[config.mk]
export PLATFORM = sky130hd
export DESIGN_NAME = btn_bank_flat
export DESIGN_NICKNAME = d
export VERILOG_FILES = /design/src/rtl/btn_bank_if.sv /design/src/rtl/btn_bank.sv /design/src/flat_wrapper.sv
export SDC_FILE = /design/constraint.sdc
export NUM_CORES = 1
export LEC_CHECK = 0
export BUFFER_PORTS_ARGS = -buffer_cell sky130_fd_sc_hd__clkbuf_2
export CAP_MARGIN = 20
export CORE_AREA = 2 2 179 181
export CTS_CLUSTER_DIAMETER = 50
export DETAILED_ROUTE_END_ITERATION = 16
export DIE_AREA = 0 0 181 183
export GPL_ROUTABILITY_DRIVEN = 0
export MAX_ROUTING_LAYER = met4
export PLACE_DENSITY_LB_ADDON = 0.25
export SYNTH_ARGS = -nofsm -noshare
export SYNTH_HDL_FRONTEND = slang
export SYNTH_SLANG_ARGS = --single-unit
[constraint.sdc]
create_clock -name clk -period 6.9 [get_ports clk]
set_input_delay 0.69 -clock clk [delete_from_list [all_inputs] [get_ports clk]]
set_output_delay 0.69 -clock clk [all_outputs]
set_load 0.02 [all_outputs]
[src/rtl/btn_bank_if.sv]
// btn_bank_if
//   This interface groups the pin inputs and the conditioned outputs of btn_bank.
//   Each signal has one bit per channel, except any_press.
//
//   btn_in     raw asynchronous pin levels; driven by the board or bench
//   level      debounced active-high state
//   press      one-cycle pulse when the debounced level goes 0->1
//   release_p  one-cycle pulse when the debounced level goes 1->0
//   long_hold  high while the channel is held for at least LONG_CYCLES
//   repeat_p   one-cycle auto-repeat pulses
//   any_press  OR of press, in the same cycle
//
//   release_p and repeat_p carry a suffix because release and repeat are
//   SystemVerilog keywords.
//
//   Modports:
//   master  drives btn_in and observes the outputs
//   slave   the conditioner itself
interface btn_bank_if #(
  parameter int NUM_CH = 5
);
  logic [NUM_CH-1:0] btn_in;
  logic [NUM_CH-1:0] level;
  logic [NUM_CH-1:0] press;
  logic [NUM_CH-1:0] release_p;
  logic [NUM_CH-1:0] long_hold;
  logic [NUM_CH-1:0] repeat_p;
  logic              any_press;

  modport master (
    output btn_in,
    input  level, press, release_p, long_hold, repeat_p, any_press
  );

  modport slave (
    input  btn_in,
    output level, press, release_p, long_hold, repeat_p, any_press
  );
endinterface

[src/rtl/btn_bank.sv]
// btn_bank
//   This is an N-channel push-button and switch conditioner. It replaces the
//   per-button debouncers and the switch-array debouncer. Each channel has:
//   - a 2-FF synchroniser, followed by optional inversion for active-low pins
//   - a debounce counter; a new level is accepted after DEB_CYCLES stable cycles
//   - registered press and release pulses, aligned with the first cycle that
//     shows the new level
//   - a hold FSM with states IDLE, PRESSED and HELD, which produces long_hold
//     and the auto-repeat pulses
//   All outputs are registered and synchronous to clk.
//
//   Ports:
//   clk    system clock
//   rst_n  asynchronous active-low reset. Its release is assumed to be
//          synchronous to clk already.
//   bus    btn_bank_if slave modport. It carries btn_in and all the
//          conditioned outputs.
module btn_bank #(
  parameter int                NUM_CH        = 5,
  parameter int                DEB_CYCLES    = 1_000_000,
  parameter int                LONG_CYCLES   = 50_000_000,
  parameter int                REPEAT_CYCLES = 10_000_000,
  parameter logic [NUM_CH-1:0] INVERT        = '0,
  parameter logic [NUM_CH-1:0] REPEAT_EN     = '1
) (
  input  logic      clk,
  input  logic      rst_n,
  btn_bank_if.slave bus
);

  localparam int DW   = $clog2(DEB_CYCLES + 1);
  localparam int HMAX = (LONG_CYCLES > REPEAT_CYCLES) ? LONG_CYCLES : REPEAT_CYCLES;
  localparam int HW   = $clog2(HMAX + 1);

  typedef enum logic [1:0] {
    ST_IDLE    = 2'd0,
    ST_PRESSED = 2'd1,
    ST_HELD    = 2'd2
  } hold_state_t;

  // Two-stage synchroniser for every channel.
  logic [NUM_CH-1:0] r_sync1;
  logic [NUM_CH-1:0] r_sync2;

  // Per-channel press decisions, gathered for the registered any_press.
  logic [NUM_CH-1:0] w_press_next;
  logic              r_any_press;

  always_ff @(posedge clk or negedge rst_n) begin
    if (!rst_n) begin
      r_sync1 <= '0;
      r_sync2 <= '0;
    end else begin
      r_sync1 <= bus.btn_in;
      r_sync2 <= r_sync1;
    end
  end

  always_ff @(posedge clk or negedge rst_n) begin
    if (!rst_n) begin
      r_any_press <= 1'b0;
    end else begin
      r_any_press <= |w_press_next;
    end
  end

  assign bus.any_press = r_any_press;

  for (genvar gi = 0; gi < NUM_CH; gi++) begin : g_ch
    logic              w_s;
    logic [DW-1:0]     r_dcnt;
    logic [DW-1:0]     w_dcnt_next;
    logic              r_level;
    logic              w_level_next;
    logic              r_press;
    logic              r_release;
    logic              w_release_next;
    hold_state_t       r_state;
    hold_state_t       w_state_next;
    logic [HW-1:0]     r_hcnt;
    logic [HW-1:0]     w_hcnt_next;
    logic              r_long;
    logic              w_long_next;
    logic              r_repeat;
    logic              w_repeat_next;

    // This is the synchronised sample, already converted to active-high.
    assign w_s = r_sync2[gi] ^ INVERT[gi];

    // Debounce. Any sample equal to the current level restarts the count, so
    // only an unbroken run of DEB_CYCLES differing samples flips the level.
    always_comb begin
      w_dcnt_next  = r_dcnt;
      w_level_next = r_level;
      if (w_s == r_level) begin
        w_dcnt_next = '0;
      end else if (r_dcnt == DW'(DEB_CYCLES - 1)) begin
        w_level_next = w_s;
        w_dcnt_next  = '0;
      end else begin
        w_dcnt_next = r_dcnt + DW'(1);
      end
    end

    // Edge pulses are decided from the next level. Being registered, they
    // appear in the same cycle as the new level.
    assign w_press_next[gi] = w_level_next & ~r_level;
    assign w_release_next   = ~w_level_next & r_level;

    always_ff @(posedge clk or negedge rst_n) begin
      if (!rst_n) begin
        r_dcnt    <= '0;
        r_level   <= 1'b0;
        r_press   <= 1'b0;
        r_release <= 1'b0;
      end else begin
        r_dcnt    <= w_dcnt_next;
        r_level   <= w_level_next;
        r_press   <= w_press_next[gi];
        r_release <= w_release_next;
      end
    end

    // Hold FSM, next-state and outputs. It uses the next level, not the
    // registered one, so that:
    // - the press cycle already counts as hcnt=1, which puts the long_hold
    //   rise exactly LONG_CYCLES after press
    // - long_hold drops in the same cycle as release
    // - a repeat that would coincide with the release is suppressed
    always_comb begin
      w_state_next  = r_state;
      w_hcnt_next   = r_hcnt;
      w_long_next   = r_long;
      w_repeat_next = 1'b0;
      case (r_state)
        ST_IDLE: begin
          w_long_next = 1'b0;
          if (w_press_next[gi]) begin
            w_state_next = ST_PRESSED;
            w_hcnt_next  = HW'(1);
          end
        end
        ST_PRESSED: begin
          if (!w_level_next) begin
            w_state_next = ST_IDLE;
            w_hcnt_next  = '0;
          end else if (r_hcnt == HW'(LONG_CYCLES)) begin
            w_state_next  = ST_HELD;
            w_long_next   = 1'b1;
            w_repeat_next = REPEAT_EN[gi];
            w_hcnt_next   = HW'(1);
          end else begin
            w_hcnt_next = r_hcnt + HW'(1);
          end
        end
        ST_HELD: begin
          if (!w_level_next) begin
            w_state_next = ST_IDLE;
            w_long_next  = 1'b0;
            w_hcnt_next  = '0;
          end else if (r_hcnt == HW'(REPEAT_CYCLES)) begin
            w_repeat_next = REPEAT_EN[gi];
            w_hcnt_next   = HW'(1);
          end else begin
            w_hcnt_next = r_hcnt + HW'(1);
          end
        end
        default: begin
          w_state_next = ST_IDLE;
          w_long_next  = 1'b0;
          w_hcnt_next  = '0;
        end
      endcase
    end

    // Hold FSM state register.
    always_ff @(posedge clk or negedge rst_n) begin
      if (!rst_n) begin
        r_state  <= ST_IDLE;
        r_hcnt   <= '0;
        r_long   <= 1'b0;
        r_repeat <= 1'b0;
      end else begin
        r_state  <= w_state_next;
        r_hcnt   <= w_hcnt_next;
        r_long   <= w_long_next;
        r_repeat <= w_repeat_next;
      end
    end

    assign bus.level[gi]     = r_level;
    assign bus.press[gi]     = r_press;
    assign bus.release_p[gi] = r_release;
    assign bus.long_hold[gi] = r_long;
    assign bus.repeat_p[gi]  = r_repeat;
  end

endmodule

[src/flat_wrapper.sv]
// flat-port wrapper written by rule: the top's interface ports become plain ports
module btn_bank_flat 
#(
  parameter int                NUM_CH        = 5,
  parameter int                DEB_CYCLES    = 1_000_000,
  parameter int                LONG_CYCLES   = 50_000_000,
  parameter int                REPEAT_CYCLES = 10_000_000,
  parameter logic [NUM_CH-1:0] INVERT        = '0,
  parameter logic [NUM_CH-1:0] REPEAT_EN     = '1
)
  (clk, rst_n, bus_btn_in, bus_level, bus_press, bus_release_p, bus_long_hold, bus_repeat_p, bus_any_press);
  btn_bank_if #(.NUM_CH(NUM_CH)) bus_i ();
  input  logic clk;
  input  logic rst_n;
  input wire logic [$bits(bus_i.btn_in)-1:0] bus_btn_in;
  output wire logic [$bits(bus_i.level)-1:0] bus_level;
  output wire logic [$bits(bus_i.press)-1:0] bus_press;
  output wire logic [$bits(bus_i.release_p)-1:0] bus_release_p;
  output wire logic [$bits(bus_i.long_hold)-1:0] bus_long_hold;
  output wire logic [$bits(bus_i.repeat_p)-1:0] bus_repeat_p;
  output wire logic [$bits(bus_i.any_press)-1:0] bus_any_press;
  assign bus_i.btn_in = bus_btn_in;
  assign bus_level = bus_i.level;
  assign bus_press = bus_i.press;
  assign bus_release_p = bus_i.release_p;
  assign bus_long_hold = bus_i.long_hold;
  assign bus_repeat_p = bus_i.repeat_p;
  assign bus_any_press = bus_i.any_press;
  btn_bank #(.NUM_CH(NUM_CH), .DEB_CYCLES(DEB_CYCLES), .LONG_CYCLES(LONG_CYCLES), .REPEAT_CYCLES(REPEAT_CYCLES), .INVERT(INVERT), .REPEAT_EN(REPEAT_EN)) u_core (.clk(clk), .rst_n(rst_n), .bus(bus_i));
endmodule
==> flow_summary.toml <==
[min_path]
hold_path.class = "in2async"

[logic_synthesis]
synth.avg_cell_area_um2 = 9.47
synth_xor_area_frac = 0.0673
syn_nets = 1682
ys_ff_latch = 276
synth_mux_area_frac = 0.00210
yosysTopAreaCellShare = 0.446
synth_compound_area_frac = 0.135
synth_cells = 1635
yosys_warnings = 0
synth_top_flop_cell = "dfrtp_1"
yosysTopAreaCell = "dfrtp_1"
yosysSeqAreaShare = 0.446
synth_top_family_by_area = "simple AND/OR/NAND/NOR gates"
yosys.area_share.simple = 0.273
synth.distinct_cells = 81
async_reset_ff_frac = 1.00
synthAdderAreaFrac = 0.0323
synth_edf_count = 0
yosys-top-cells-area = "dfrtp_1 (45%), nor2_1 (5.2%), xor2_1 (4.1%)"
synth_area_um2 = 15500

[power]
internal_power_mw = 2.88
p_leak_nw = 7.58
comb_power_share = 0.016
p_per_area_nw_per_um2 = 214
seqPwrFrac = 0.449
switchingPower_mw = 0.777
netSwitchingFraction = 0.212
clockPowerShare = 0.536
peakVddDrop_mv = 0.171
power_mw = 3.65

[floorplan]
rows = 65
dieHeight_um = 183
die_x_um = 181
io_pins = 33
initial_utilization = 0.496
core_um2 = 31200
die_area_um2 = 33100

[layout]
syn_to_final_growth_pct = 10.3
final_nets = 1685
n_antenna_cell = 0
final_util = 0.547
largest_reg_flops = 130
regMostFlops = "u_core.g_ch.r_hcnt"
reg.largest.list = "u_core.g_ch.r_hcnt (130), u_core.g_ch.r_dcnt (100), u_core.g_ch.r_state (10)"
drive_gt1_frac = 0.0956

[clock_network]
postCtsSetupBuffers = 0
cts_resized = 0
clock-root-buffer = "clkbuf_16"
clock_sinks = 276
cts_tree = "yes"
cts_max_level = 2
cts_buffers = 36
clk_latency_ps = 520
cts_buffer_depth = 3
clk_pin_slew_ps = 60
hold_buffers = 0

[global_route]
globalRouteOverflowTotal = 0
grt_max_degree = 180
grt_pass1_vias = 11451
grt_usage = 0.204
grt_pass1_wl_um = 56100
antenna_found_initial = 0

[sta]
drv_slew = 0
fmax_mhz = 317
setup_viol = 0
maxSlewHeadroom = 0.359
hold_violations = 0
fin_crit_ps = 3160
finalSetupTns_ps = 0
fin_crit_sh = 0.458
worst_pin_slew_ps = 960
worst_slack_ps = 3740
rsz0062_at_grt = "no"
fin_skew_ps = 18.4

[critical_path]
r2r-start = "u_core.g_ch[4].r_dcnt[8]"
critPathArrivalTime_ps = 3610
path_class = "reg2reg"
crit_end = "u_core.g_ch[4].r_hcnt[4]"
r2r_cells = 7
cp_max_fo = 29
end_kind = "register"
cp.required_ps = 7350
crit_start = "u_core.g_ch[4].r_dcnt[8]"
regToRegSetupSlack_ps = 3740
cp-start-kind = "register"
regToRegEndpoint = "u_core.g_ch[4].r_hcnt[4]"

[placed_design]
io_buffers = 32
dp_hpwl_um = 21300
place_ws_ps = 3730

[routing]
dr_total_vias = 12022
first_pass_iters = 5
first_iter_violations = 927
avgRoutedWirePerCell_um = 15.7
wirelength_um = 32400
final_antenna_net_count = 0
drcViolationCount = 0
viasPerCell = 5.82

[run_status]
outcome = "finished clean"

[run]
cap_violations = 0
==> cells by family after synthesis <==
family	count (synthesis)
compound gates	273
xor+xnor	119
fa+ha+maj	40
buf+inv	135
flops	276
mux	3
simple gates	789
==> synth_stat cells, types with 25 or more instances <==
library cell	n
ha_1	40
a21oi_1	36
a21o_1	49
dfrtp_1	276
nor3_1	35
clkbuf_1	25
nor2_1	215
nand2_1	116
a22o_1	47
nand3_1	117
xor2_1	72
buf_4	29
nand4_1	64
o21ai_0	33
xnor2_1	47
inv_1	56
and3_1	71
==> layout by cell type (no fill, tap or decap), types with 17 or more instances in the layout <==
cell type	Yosys	final
nand2_1	116	116
clkbuf_16	0	37
inv_1	56	56
clkbuf_2	1	31
nor4_1	20	20
nand4_1	64	64
a22o_1	47	47
nand3_1	117	117
a21o_1	49	49
dfrtp_1	276	276
nor3_1	35	35
a21oi_1	36	36
xnor2_1	47	47
xor2_1	72	72
and2_1	17	17
and3_1	71	71
ha_1	40	40
o21ai_0	33	33
nor2_1	215	215
==> layout make-up <==
| class | instances | area (um^2) |
|---|---|---|
| Multi-Input combinational cell | 1224 | 7900 |
| Sequential cell | 276 | 6910 |
| Tap cell | 402 | 503 |
| Fill cell | 2819 | 14200 |
| Clock buffer | 42 | 965 |
| Clock inverter | 21 | 297 |
| Timing Repair Buffer | 44 | 288 |
| Inverter | 56 | 210 |
==> how the worst min path moves through the flow <==
stage	start	cells after the start	endpoint	slack, ps
2_1_floorplan	u_core.r_sync1[0]	0	u_core.r_sync2[0]	330
3_3_place_gp	u_core.r_sync1[2]	0	u_core.r_sync2[2]	330
6_report	rst_n	1	u_core.g_ch[3].r_hcnt[18]	180
4_1_cts	rst_n	1	u_core.g_ch[3].r_hcnt[16]	220
5_1_grt	rst_n	1	u_core.g_ch[3].r_hcnt[6]	250
3_5_place_dp	u_core.r_sync1[1]	0	u_core.r_sync2[1]	340
==> critical path, cell delays in order (launching register included) <==
cell and delay, ps:
dfrtp_1 410, or4b_2 670, nor4_1 310, nand3_1 180, a221oi_2 290, buf_4 330
and2_1 630, a22o_1 260
==> layer usage <==
metal,vias to the layer above,share of wire,track usage
met3,41,0.037,0.0290
met1,5870,0.50,0.291
met2,197,0.45,0.311
li1,5914,-,-
met4,0,0.016,0.0449
met5,-,0,-
==> power groups by stage <==
stage          logic (mW)  clock network, mW  registers [mW]
2_1_floorplan      0.0193                  0            1.67
3_3_place_gp       0.0607                  0            1.67
3_5_place_dp       0.0616                  0            1.67
4_1_cts            0.0616               2.01            1.64
5_1_grt            0.0696               2.08            1.64
6_report           0.0578               1.96            1.64
==> metrics by stage <==
step	cell area [um^2]	hold WS [ps]	std cells
finish	17100	183	2065
global route	17100	250	2065
CTS	17000	216	2063
detailed placement	15800	338	2000
global placement	15800	334	2000
floorplan	15500	331	1635
Power figures use the tool's default switching activity.
